==> config.mk <==
export PLATFORM = sky130hd
export DESIGN_NAME = wb_mtimer
export DESIGN_NICKNAME = d
export VERILOG_FILES = /design/src/rtl/wb_mtimer.sv
export SDC_FILE = /design/constraint.sdc
export NUM_CORES = 1
export LEC_CHECK = 0
export BUFFER_PORTS_ARGS = -buffer_cell sky130_fd_sc_hd__buf_2
export CORE_MARGIN = 1.5
export CORE_UTILIZATION = 45
export CTS_CLUSTER_SIZE = 24
export DETAILED_ROUTE_END_ITERATION = 16
export GPL_TIMING_DRIVEN = 0
export PLACE_DENSITY = 0.6
export SLEW_MARGIN = 25
export SYNTH_ARGS = -nofsm -noshare
export SYNTH_HDL_FRONTEND = slang
export SYNTH_SLANG_ARGS = --single-unit
==> constraint.sdc <==
create_clock -name wb_clk -period 6.3 [get_ports wb_clk]
set_input_delay 1.26 -clock wb_clk [delete_from_list [all_inputs] [get_ports wb_clk]]
set_output_delay 1.26 -clock wb_clk [all_outputs]
set_load 0.005 [all_outputs]
==> src/rtl/wb_mtimer.sv <==
// Wishbone B4 classic machine timer: 64-bit mtime/mtimecmp, prescaled tick,
// shadowed high half for coherent 64-bit reads, level interrupt to the core.
module wb_mtimer #(
   parameter int                    PRESCALE_W   = 16,
   parameter logic [PRESCALE_W-1:0] PRESCALE_RST = '0
) (
   input  logic        wb_clk,
   input  logic        wb_rst_n,
   input  logic [31:0] wb_adr,
   input  logic [31:0] wb_dat,
   input  logic [3:0]  wb_sel,
   input  logic        wb_we,
   input  logic        wb_cyc,
   input  logic        wb_stb,
   output logic [31:0] wb_rdt,
   output logic        wb_ack,
   output logic        o_timer_irq
);

   logic [63:0]           r_mtime;
   logic [31:0]           r_shadow_hi;
   logic [63:0]           r_mtimecmp;
   logic                  r_cnt_en;
   logic                  r_irq_en;
   logic [PRESCALE_W-1:0] r_prescale;
   logic [PRESCALE_W-1:0] r_pcnt;
   logic                  r_ack;
   logic [31:0]           r_rdt;
   logic                  r_irq;

   logic        w_req, w_wr, w_rd, w_tick;
   logic [2:0]  w_idx;
   logic [31:0] w_rdmux;
   logic [31:0] w_pre_merged;
   logic        w_unused;

   function automatic logic [31:0] merge(input logic [31:0] old, input logic [31:0] d,
                                         input logic [3:0] s);
      logic [31:0] m;
      m = old;
      for (int b = 0; b < 4; b++)
         if (s[b]) m[b*8 +: 8] = d[b*8 +: 8];
      return m;
   endfunction

   assign w_idx    = wb_adr[4:2];
   assign w_unused = ^{wb_adr[31:5], wb_adr[1:0]};
   assign w_req    = wb_cyc & wb_stb & ~r_ack;
   assign w_wr     = w_req & wb_we & (|wb_sel);
   assign w_rd     = w_req & ~wb_we;
   assign w_tick   = r_cnt_en & (r_pcnt == r_prescale);

   assign w_pre_merged = merge(32'(r_prescale), wb_dat, wb_sel);

   always_comb begin
      w_rdmux = 32'd0;
      case (w_idx)
         3'd0: w_rdmux = r_mtime[31:0];
         3'd1: w_rdmux = r_shadow_hi;
         3'd2: w_rdmux = r_mtimecmp[31:0];
         3'd3: w_rdmux = r_mtimecmp[63:32];
         3'd4: w_rdmux = {30'd0, r_irq_en, r_cnt_en};
         3'd5: w_rdmux = 32'(r_prescale);
         default: w_rdmux = 32'd0;
      endcase
   end

   always_ff @(posedge wb_clk or negedge wb_rst_n) begin
      if (!wb_rst_n) begin
         r_mtime     <= 64'd0;
         r_shadow_hi <= 32'd0;
         r_mtimecmp  <= 64'hFFFF_FFFF_FFFF_FFFF;
         r_cnt_en    <= 1'b0;
         r_irq_en    <= 1'b0;
         r_prescale  <= PRESCALE_RST;
         r_pcnt      <= '0;
         r_ack       <= 1'b0;
         r_rdt       <= 32'd0;
         r_irq       <= 1'b0;
      end else begin
         r_ack <= w_req;

         if (w_rd) begin
            r_rdt <= w_rdmux;
            if (w_idx == 3'd0) r_shadow_hi <= r_mtime[63:32];
         end

         // A bus write to either half of mtime suppresses that edge's tick entirely.
         if (w_wr && w_idx == 3'd0)
            r_mtime[31:0] <= merge(r_mtime[31:0], wb_dat, wb_sel);
         else if (w_wr && w_idx == 3'd1)
            r_mtime[63:32] <= merge(r_mtime[63:32], wb_dat, wb_sel);
         else if (w_tick)
            r_mtime <= r_mtime + 64'd1;

         if (w_wr && w_idx == 3'd2)
            r_mtimecmp[31:0] <= merge(r_mtimecmp[31:0], wb_dat, wb_sel);
         if (w_wr && w_idx == 3'd3)
            r_mtimecmp[63:32] <= merge(r_mtimecmp[63:32], wb_dat, wb_sel);

         if (w_wr && w_idx == 3'd4 && wb_sel[0]) begin
            r_cnt_en <= wb_dat[0];
            r_irq_en <= wb_dat[1];
         end

         if (w_wr && w_idx == 3'd5) begin
            r_prescale <= w_pre_merged[PRESCALE_W-1:0];
            r_pcnt     <= '0;
         end else if (r_cnt_en) begin
            r_pcnt <= w_tick ? '0 : r_pcnt + PRESCALE_W'(1);
         end

         r_irq <= r_irq_en & (r_mtime >= r_mtimecmp);
      end
   end

   assign wb_ack      = r_ack;
   assign wb_rdt      = r_rdt;
   assign o_timer_irq = r_irq;

endmodule
==> Yosys cells after proc, flatten, opt, wreduce, memory -nomap -nowiden <==
Index checks and enable logic that the tools add are counted.
{ "word_totals": {"reg_bits": 228, "in_bits": 73} }
{ "classes": {"bitwise_logic": 10, "eq_ne": 15, "n_mux": 12, "reduce_logical": 31, "add_sub_neg": 2, "magnitude_cmp": 1} }
{ "ops": {"columns": ["operator", "n"], "rows": [
  ["one-hot mux 32 bit (6 select lines)", 1],
  ["two-way mux 32 bit", 3],
  ["adder 64 x 1 -> 64 bit (second input constant)", 1],
  ["greater-or-equal comparator 64 bit", 1],
  ["two-way mux 64 bit", 1],
  ["two-way mux 16 bit", 3],
  ["two-way mux 8 bit", 4],
  ["AND reduction 3 bit", 8],
  ["AND reduction 2 bit", 11],
  ["inequality test 2 bit (second input constant)", 9],
  ["adder 16 x 1 -> 16 bit (second input constant)", 1],
  ["equality test 16 bit", 1],
  ["AND 1 bit", 7],
  ["logical AND 1 bit", 7],
  ["equality test 3 x 2 -> 1 bit (second input constant)", 2],
  ["equality test 3 bit (second input constant)", 2],
  ["nonzero test 2 bit", 3],
  ["OR reduction 4 bit", 1],
  ["equality test 3 x 1 -> 1 bit (second input constant)", 1],
  ["zero test 3 bit", 1],
  ["inverter 1 bit", 3]
]} }

==> Depth between registers and ports, before layout <==
Gate-level depths: netlist of the first run.
{ "depth": {"depth_word": 7, "mapped_depth": 9} }

==> Worst setup path before layout of the first run <==
Ideal clock, no wire load.
{ "synth_timing": {"kind": "input -> register", "start": "in wb_sel[3]", "end": "reg r_mtime[22]", "path_stages": 7, "slack_ns": 2.858, "path_buffers": 2, "setup_time_ns": 0.123, "required_time_ns": 6.177, "arrival_ns": 3.320, "cell_sequence": "buf_2 -> or4_1 -> nor4b_4 -> or3_1 -> clkbuf_1 -> or4_1 -> o221a_2"} }
{ "synth_between": {"elab_chain_cells": 5, "word_cells_on_any_way": 9, "cone_classes": "2 x eq/ne; 1 x mux; 1 x bitwise; 5 x reduce/logical"} }
{ "synth_lines": {"columns": ["item", "line", "rtl"], "rows": [
  ["start, declared", "11", "input logic [3:0] wb_sel,"],
  ["OR reduction 4 bit *", "49", "assign w_wr = w_req & wb_we & (|wb_sel);"],
  ["AND 1 bit *", "49", null],
  ["logical AND 1 bit, on equally long branches", "89, 91", null],
  ["inequality test 2 bit (no source line) / nonzero test 2 bit (equally long branches)", null, null],
  ["AND reduction 3 bit (no source line)", null, null],
  ["end signal, assigned", "90", "r_mtime[31:0] <= merge(r_mtime[31:0], wb_dat, wb_sel);"],
  ["end signal, assigned", "94", "r_mtime <= r_mtime + 64'd1;"],
  ["end, declared", "20", "logic [63:0] r_mtime;"]
]} }
Mark *: on every way between the ends. The rest lies on a longest branch, timed or not.
A chain may end at the register's enable or synchronous reset.

==> Worst setup path after layout of the first run <==
{ "layout_timing": {"start": "in wb_adr[4]", "end": "reg r_shadow_hi[6]"} }
{ "layout_between": {"elab_chain_cells": 2} }
{ "layout_lines": {"columns": ["item", "line", "rtl"], "rows": [
  ["start, declared", "9", "input logic [31:0] wb_adr,"],
  ["zero test 3 bit", "85", "if (w_idx == 3'd0) r_shadow_hi <= r_mtime[63:32];"],
  ["AND reduction 2 bit (no source line)", null, null],
  ["end signal, assigned", "85", null],
  ["end, declared", "21", "logic [31:0] r_shadow_hi;"]
]} }
Every way passes these cells.

==> results of run 1 <==
-- kinds of logic after synthesis --
family          share of synthesized area [%]
flops                                    41.8
buf+inv                                  4.17
mux                                      12.4
simple gates                             17.9
fa+ha+maj                                5.97
xor+xnor                                 1.71
compound gates                           15.9
-- critical path, cell delays in order --
cell and delay (ns):
clkbuf_1 0.21, nor3_1 0.75, clkbuf_1 0.71, nand2_1 0.65, clkbuf_1 0.54, mux2_2 0.41
-- through the flow --
step / cells / worst slack [ns]
6_report: 1915 / 2.19
5_1_grt: 1915 / 2.15
4_1_cts: 1915 / 2.26
3_5_place_dp: 1868 / 1.70
3_3_place_gp: 1866 / -0.171
2_1_floorplan: 1396 / 2.86
-- report_power, final --
group	switching, mW	total (mW)	internal [mW]
Combinational	0.397	0.703	0.306
Clock	0.635	1.55	0.912
Sequential	0.191	1.84	1.65
-- registers in the layout (all words and copies together), names as in the netlist --
signal / cells
r_mtime: 64
r_mtimecmp: 64
r_shadow_hi: 32
wb_rdt: 32
r_pcnt: 16
r_prescale: 16
o_timer_irq: 1
r_cnt_en: 1
r_irq_en: 1
wb_ack: 1
-- path summary, 6_finish.rpt --
check | startpoint | end | slack (ns) | depth (start not counted)
worst max-delay path | wb_adr[4] | r_shadow_hi[6]$_DFFE_PN0P_ | 2.19 | 6
worst min register to register | wb_rdt[25]$_DFFE_PN0P_ | wb_rdt[25]$_DFFE_PN0P_ | 0.47 | 2
min in group asynchronous | wb_rst_n | r_pcnt[14]$_DFFE_PN0P_ | 0.63 | 1
worst min-delay path | wb_rdt[25]$_DFFE_PN0P_ | wb_rdt[25]$_DFFE_PN0P_ | 0.47 | 2
worst max register to register | wb_ack$_DFF_PN0_ | r_mtime[6]$_DFFE_PN0P_ | 2.75 | 7
max in group asynchronous | wb_rst_n | r_mtimecmp[30]$_DFFE_PN1P_ | 4.39 | 3
-- placed cells by master (no fill, tap or decap), types with 6 or more instances in the layout --
master / synthesis / layout
xor2_1: 17 / 17
o21a_1: 10 / 10
o22ai_1: 16 / 16
inv_1: 81 / 81
nor3_1: 23 / 23
dfrtp_1: 164 / 164
o21ai_0: 51 / 51
a21o_1: 7 / 7
nand3b_1: 6 / 6
a31oi_1: 13 / 13
nand4_1: 50 / 50
mux2i_1: 11 / 11
buf_2: 2 / 75
or4_1: 14 / 14
nand3_1: 53 / 53
buf_1: 8 / 8
or3_1: 9 / 9
a2bb2oi_1: 16 / 16
nand2_1: 130 / 130
o32ai_1: 6 / 6
a211oi_1: 10 / 10
clkbuf_1: 59 / 68
and4_1: 14 / 14
mux2_2: 111 / 111
a21oi_1: 68 / 68
a22o_1: 24 / 24
and2_1: 12 / 12
a221oi_1: 30 / 30
xnor2_1: 10 / 10
nand2b_1: 7 / 7
nor2_1: 78 / 78
and3_1: 25 / 25
ha_1: 66 / 66
dfstp_2: 64 / 64
o211ai_1: 14 / 14
nor4_1: 16 / 16
mux4_2: 16 / 16
clkbuf_16: 0 / 27
o31ai_1: 12 / 12
-- final cells by class --
type / count / area, sq um / area share [%]
sequential: 228 / 5790 / 37.0
inverter: 81 / 304 / 1.95
buffer: 70 / 273 / 1.75
clock buffer: 40 / 764 / 4.90
tap: 396 / 495 / 3.17
timing repair buffer: 76 / 435 / 2.79
clock inverter: 7 / 85.1 / 0.545
multi-input combinational: 1017 / 7470 / 47.9
-- routing by layer --
layer	track usage, %	up-vias	wire length (um)
li1	-	5480	-
met5	0	-	0
met4	10.6	0	1720
met2	48.0	646	22200
met1	47.6	6285	22600
met3	5.90	106	4730
==> out/qor.yml, run 1 <==
status: "complete, no violations"
final_nets: 1640
clock_sinks: 228
rsz0062_at_grt: "no"
syn_nets: 1535
vdd.ir_drop.worst_v: 0.000193
ios: 107
yosysSeqAreaShare_pct: 41.8
grt_pass1_wl_um: 75900
p_per_area_nw_per_um2: 262
cts_resized: 0
globalplace.congestion: 0.993
maxSlewHeadroom_pct: 17.0
period_share_pct: 65.3
finalHoldWorstSlack_ns: 0.468
final_cell_area_sq_um: 15600
synth_edf_count: 0
drc: 0
num_rows: 64
crit_type: "in -> reg"
coreArea_sq_um: 30400
drt_iter0_markers: 1534
grt_use_total_pct: 32.4
arrival_ns: 4.54
min_path_type: "reg -> reg"
wl_per_cell_um: 26.8
syn_inst: 1396
placedInstanceArea_sq_um: 14800
postCtsSetupBuffers: 0
fillers: 2867
fmax_mhz: 243
setup_tns_ns: 0
hpwl_um: 38500
grt-ovfl-total: 0
routed_wl_um: 51300
synth_warnings: 0
worstPathRequired_ns: 6.73
cts.clk_slew.worst_paths_ns: 0.06
num_vias: 12500
yosysMostFrequentCell: "dfrtp_1"
synth_area_leaders: "dfrtp_1, dfstp_2, mux2_2"
critPathCaptureType: "flip-flop"
areaGrowthSynthToFinish_pct: 12.9
io_buffer_count: 74
hold_buffers: 0
numCtsBuffers: 27
final_core_util_pct: 51.3
maxSlewViolCount: 0
grt_pass1_vias: 11600
finalSetupViolCount: 0
layout-drive-gt1-share_pct: 21.7
viasPerCell: 6.54
die_area_sq_um: 31800
finalPower_mw: 4.09
crit_fanout: 10
drv_cap: 0
leakage_nw: 6.56
initial_utilization_pct: 45.5
antenna_found_initial: 0
ys_seq_elements: 228
max-clock-path-buffers: 3
synth_cell_type_count: 76
period_needed_ns: 4.11
synth_commonest_cells: "dfrtp_1, nand2_1, mux2_2, inv_1, nor2_1"
synth-main-ff-cell: "dfrtp_1"
ant_nets: 0
synth_top_area_share_pct: 29.7
diodes: 0
clock_skew_ns: 0.0267
dr.pass1.iters: 7
netlist_area_sq_um: 13800
cts_root_buffer: "clkbuf_16"
die-width_um: 178
die_h_um: 178
syn_avg_cell_area_sq_um: 9.91
worstMarginPinSlew_ns: 1.24
grt_max_degree: 85
hold_viol_final: 0
start_kind: "input pin"
yosysTopAreaCell: "dfrtp_1"
h-tree-depth: 1
clkLatencyLatePin_ns: 0.56
tritoncts: "done"
async_reset_ff_share_pct: 100
(Power assumes the default switching activity.)
==> inputs of run 2 (changes only) <==
Settings changed: ABC_AREA set to 1, PLACE_DENSITY 0.6 to 0.59.
Clock period 6.3 ns to 4.09 ns, I/O delays scaled along.
==> run 2 against run 1 <==
  * Worst hold slack worse by 0.20 ns
  * Power up 89%
  * Final cell count up 40%
  * Clock skew down 0.013 ns
  * Critical endpoint is now wb_rdt[23]$_DFFE_PN0P_
  * Sequential share of layout area down 2.1 points
  * Final area up 5.9%
  * Largest cell class unchanged
  * Flip-flop and latch count unchanged
  * First-iteration DRC count down 5.3%
  * Utilization up 0.69 points
  * Area after synthesis up 5.7%
==> out/qor.yml, run 2 <==
status: "complete, no violations"
worstPathCellList: "buf_2 > inv_2 > nand3_1 > clkbuf_1 > clkbuf_1 > o22ai_1 > o21ai_0 > nand2_1"
fmax_mhz: 336
clkLatencyLatePin_ns: 0.54  # -0.02 ns
clock_skew_ns: 0.0135  # -0.0131 ns
num_vias: 14800  # +18%
r2r_end: "o_timer_irq$_DFF_PN0_"
grt-ovfl-total: 0  # unchanged
die_h_um: 183  # +2.8%
layout-drive-gt1-share_pct: 11.1  # -11 points
grt_pass1_vias: 13900  # +20%
crit_fanout: 10  # unchanged
drt_iter0_markers: 1453  # -5.3%
numCtsBuffers: 26  # -3.7%
placedInstanceArea_sq_um: 15600  # +5.8%
io_buffer_count: 77  # +4.1%
ios: 107  # unchanged
crit_slowest_cell: "clkbuf_1"
coreArea_sq_um: 31800  # +4.5%
syn_inst: 2118  # +52%
hpwl_um: 46800  # +21%
arrival_ns: 3.37  # -1.17 ns
die_area_sq_um: 33600  # +5.6%
async_reset_ff_share_pct: 100  # unchanged
cts_root_buffer: "clkbuf_16"
viasPerCell: 5.51  # -16%
wl_per_cell_um: 21.9  # -18%
start_kind: "input pin"
mostFrequentLayoutCells: "nand2_1, inv_1, o21ai_0, nor2_1, dfrtp_1"
routed_wl_um: 58600  # +14%
maxSlewHeadroom_pct: 24.6  # +7.6 points
grt_use_total_pct: 35.6  # +3.1 points
max-clock-path-buffers: 3  # unchanged
maxSlewViolCount: 0  # unchanged
synth_warnings: 0  # unchanged
grt_max_degree: 92  # +8.2%
cpPeakStageDelay_ns: 0.71  # -0.04 ns
worstMarginPinSlew_ns: 1.13  # -0.105 ns
antenna_found_initial: 2  # +2
syn_avg_cell_area_sq_um: 6.90  # -30%
netlist_area_sq_um: 14600  # +5.7%
reg2reg_slack_ns: 1.22  # -1.53 ns
initial_utilization_pct: 46.0  # +0.51 points
finalSetupViolCount: 0  # unchanged
worstPathRequired_ns: 4.48  # -2.25 ns
yosysTopAreaCell: "dfrtp_1"
critPathCaptureType: "flip-flop"
final_cell_area_sq_um: 16500  # +5.9%
final_nets: 2366  # +44%
synth_commonest_cells: "nand2_1, inv_1, o21ai_0, nor2_1, dfrtp_1"
h-tree-depth: 1  # unchanged
ys_seq_elements: 228  # unchanged
fillers: 3212  # +12%
drc: 0  # unchanged
preCtsSetupSlack_ns: 0.759  # -0.938 ns
cts_resized: 0  # unchanged
leakage_nw: 7.79  # +19%
syn_nets: 2257  # +47%
globalplace.congestion: 1.04  # +5.2%
setup_tns_ns: 0  # unchanged
top_regs: "r_mtime (64), r_mtimecmp (64)"
postCtsSetupBuffers: 0  # unchanged
hold_buffers: 0  # unchanged
areaGrowthSynthToFinish_pct: 13.2
yosysMostFrequentCell: "nand2_1"
grt_pass1_wl_um: 87900  # +16%
num_rows: 65  # +1.6%
finalHoldWorstSlack_ns: 0.266  # -0.202 ns
vdd.ir_drop.worst_v: 0.000356  # +84%
cts.clk_slew.worst_paths_ns: 0.07  # about the same
dr.pass1.iters: 6  # -1
ant_nets: 0  # unchanged
min_path_type: "in -> async"
synth_cell_type_count: 45  # -41%
finalPower_mw: 7.74  # +89%
crit_top_cell: "clkbuf_1"
p_per_area_nw_per_um2: 468  # +79%
hold_viol_final: 0  # unchanged
synth-main-ff-cell: "dfrtp_1"
reg2reg_depth: 10  # +3
period_needed_ns: 2.98
tritoncts: "done"
period_share_pct: 72.8
drv_cap: 0  # unchanged
synth_top_area_share_pct: 28.1  # -1.6 points
synth_edf_count: 0  # unchanged
finalWorstSetupSlack_ns: 1.11  # -1.07 ns
yosysSeqAreaShare_pct: 39.6  # -2.2 points
reg2reg_from: "r_mtimecmp[63]$_DFFE_PN1P_"
rsz0062_at_grt: "no"
synth_area_leaders: "dfrtp_1, nand2_1, dfstp_2"
final_common_cell: "nand2_1"
crit_type: "in -> reg"
die-width_um: 183  # +2.8%
clock_sinks: 228  # unchanged
## run 2: cell types whose count changed after synthesis, moves of 22 or more
| cell | before | now |
|---|---|---|
| nand3_1 | 53 | 148 |
| and3_1 | 25 | 1 |
| a21oi_1 | 68 | 42 |
| nor2_1 | 78 | 166 |
| mux2_2 | 111 | 0 |
| clkbuf_1 | 59 | 33 |
| a221oi_1 | 30 | 0 |
| nand2_1 | 130 | 774 |
| inv_1 | 81 | 243 |
| a22o_1 | 24 | 2 |
| o21ai_0 | 51 | 199 |
## run 2: cell type report
cell class,count,area [sq um],share of cell area (%)
antenna,1,2.50,0.0151
buffer,52,238,1.44
clock buffer,37,774,4.68
clock inverter,11,129,0.779
inverter,258,973,5.89
multi-input combinational,1580,7630,46.1
sequential,228,5790,35.0
tap,435,544,3.29
timing repair buffer,81,467,2.82
## run 2: stage by stage
step / utilization [%] / cells
after global placement: 48.9 / 2630
after CTS: 52.0 / 2681
after detailed placement: 49.1 / 2633
final: 52.0 / 2683
after floorplan: - / 2118
after global routing: 52.0 / 2682
## run 2: logic make-up (layout without fill, tap and decap cells)
group                    after synthesis  in the layout  share of synthesized area (%)
flip-flops                           228            228                           39.6
other                                  0              1                              0
AO/OA/AOI/OAI                        313            313                           11.9
AND/OR/NAND/NOR                     1174           1174                           33.0
buffers and inverters                310            439                           8.29
XOR/XNOR                              27             27                           1.62
adder cells (fa/ha/maj)               66             66                           5.65
## run 2: worst max path at each step
stage / from / end / slack, ns
2_1_floorplan: wb_sel[2] / r_mtime[41]$_DFFE_PN0P_ / 2.05
6_report: wb_adr[4] / wb_rdt[23]$_DFFE_PN0P_ / 1.11
3_5_place_dp: wb_adr[4] / wb_rdt[23]$_DFFE_PN0P_ / 0.76
5_1_grt: wb_adr[4] / wb_rdt[23]$_DFFE_PN0P_ / 1.07
4_1_cts: r_mtimecmp[63]$_DFFE_PN1P_ / o_timer_irq$_DFF_PN0_ / 1.33
3_3_place_gp: wb_rst_n / r_mtime[53]$_DFFE_PN0P_ / -1.86
## run 2: layer usage
metal  up-vias  global-route usage (%)  share of wire [%]
li1       7054                       -                  -
met1      7041                    52.1                 47
met2       604                    53.9                 42
met3        87                    5.94                7.7
met4         0                    10.2                3.1
met5         -                       0                  0
## run 2: power by group
group | switching, mW | internal, mW | total, mW
logic | 1.31 | 0.710 | 2.02
clock network | 1.02 | 1.46 | 2.48
registers | 0.542 | 2.70 | 3.24
## run 2: critical path, delay by kind of cell
family	cells	cell delay (ns)
AO/OA/AOI/OAI	2	0.88
buffers and inverters	4	1.48
AND/OR/NAND/NOR	2	0.18
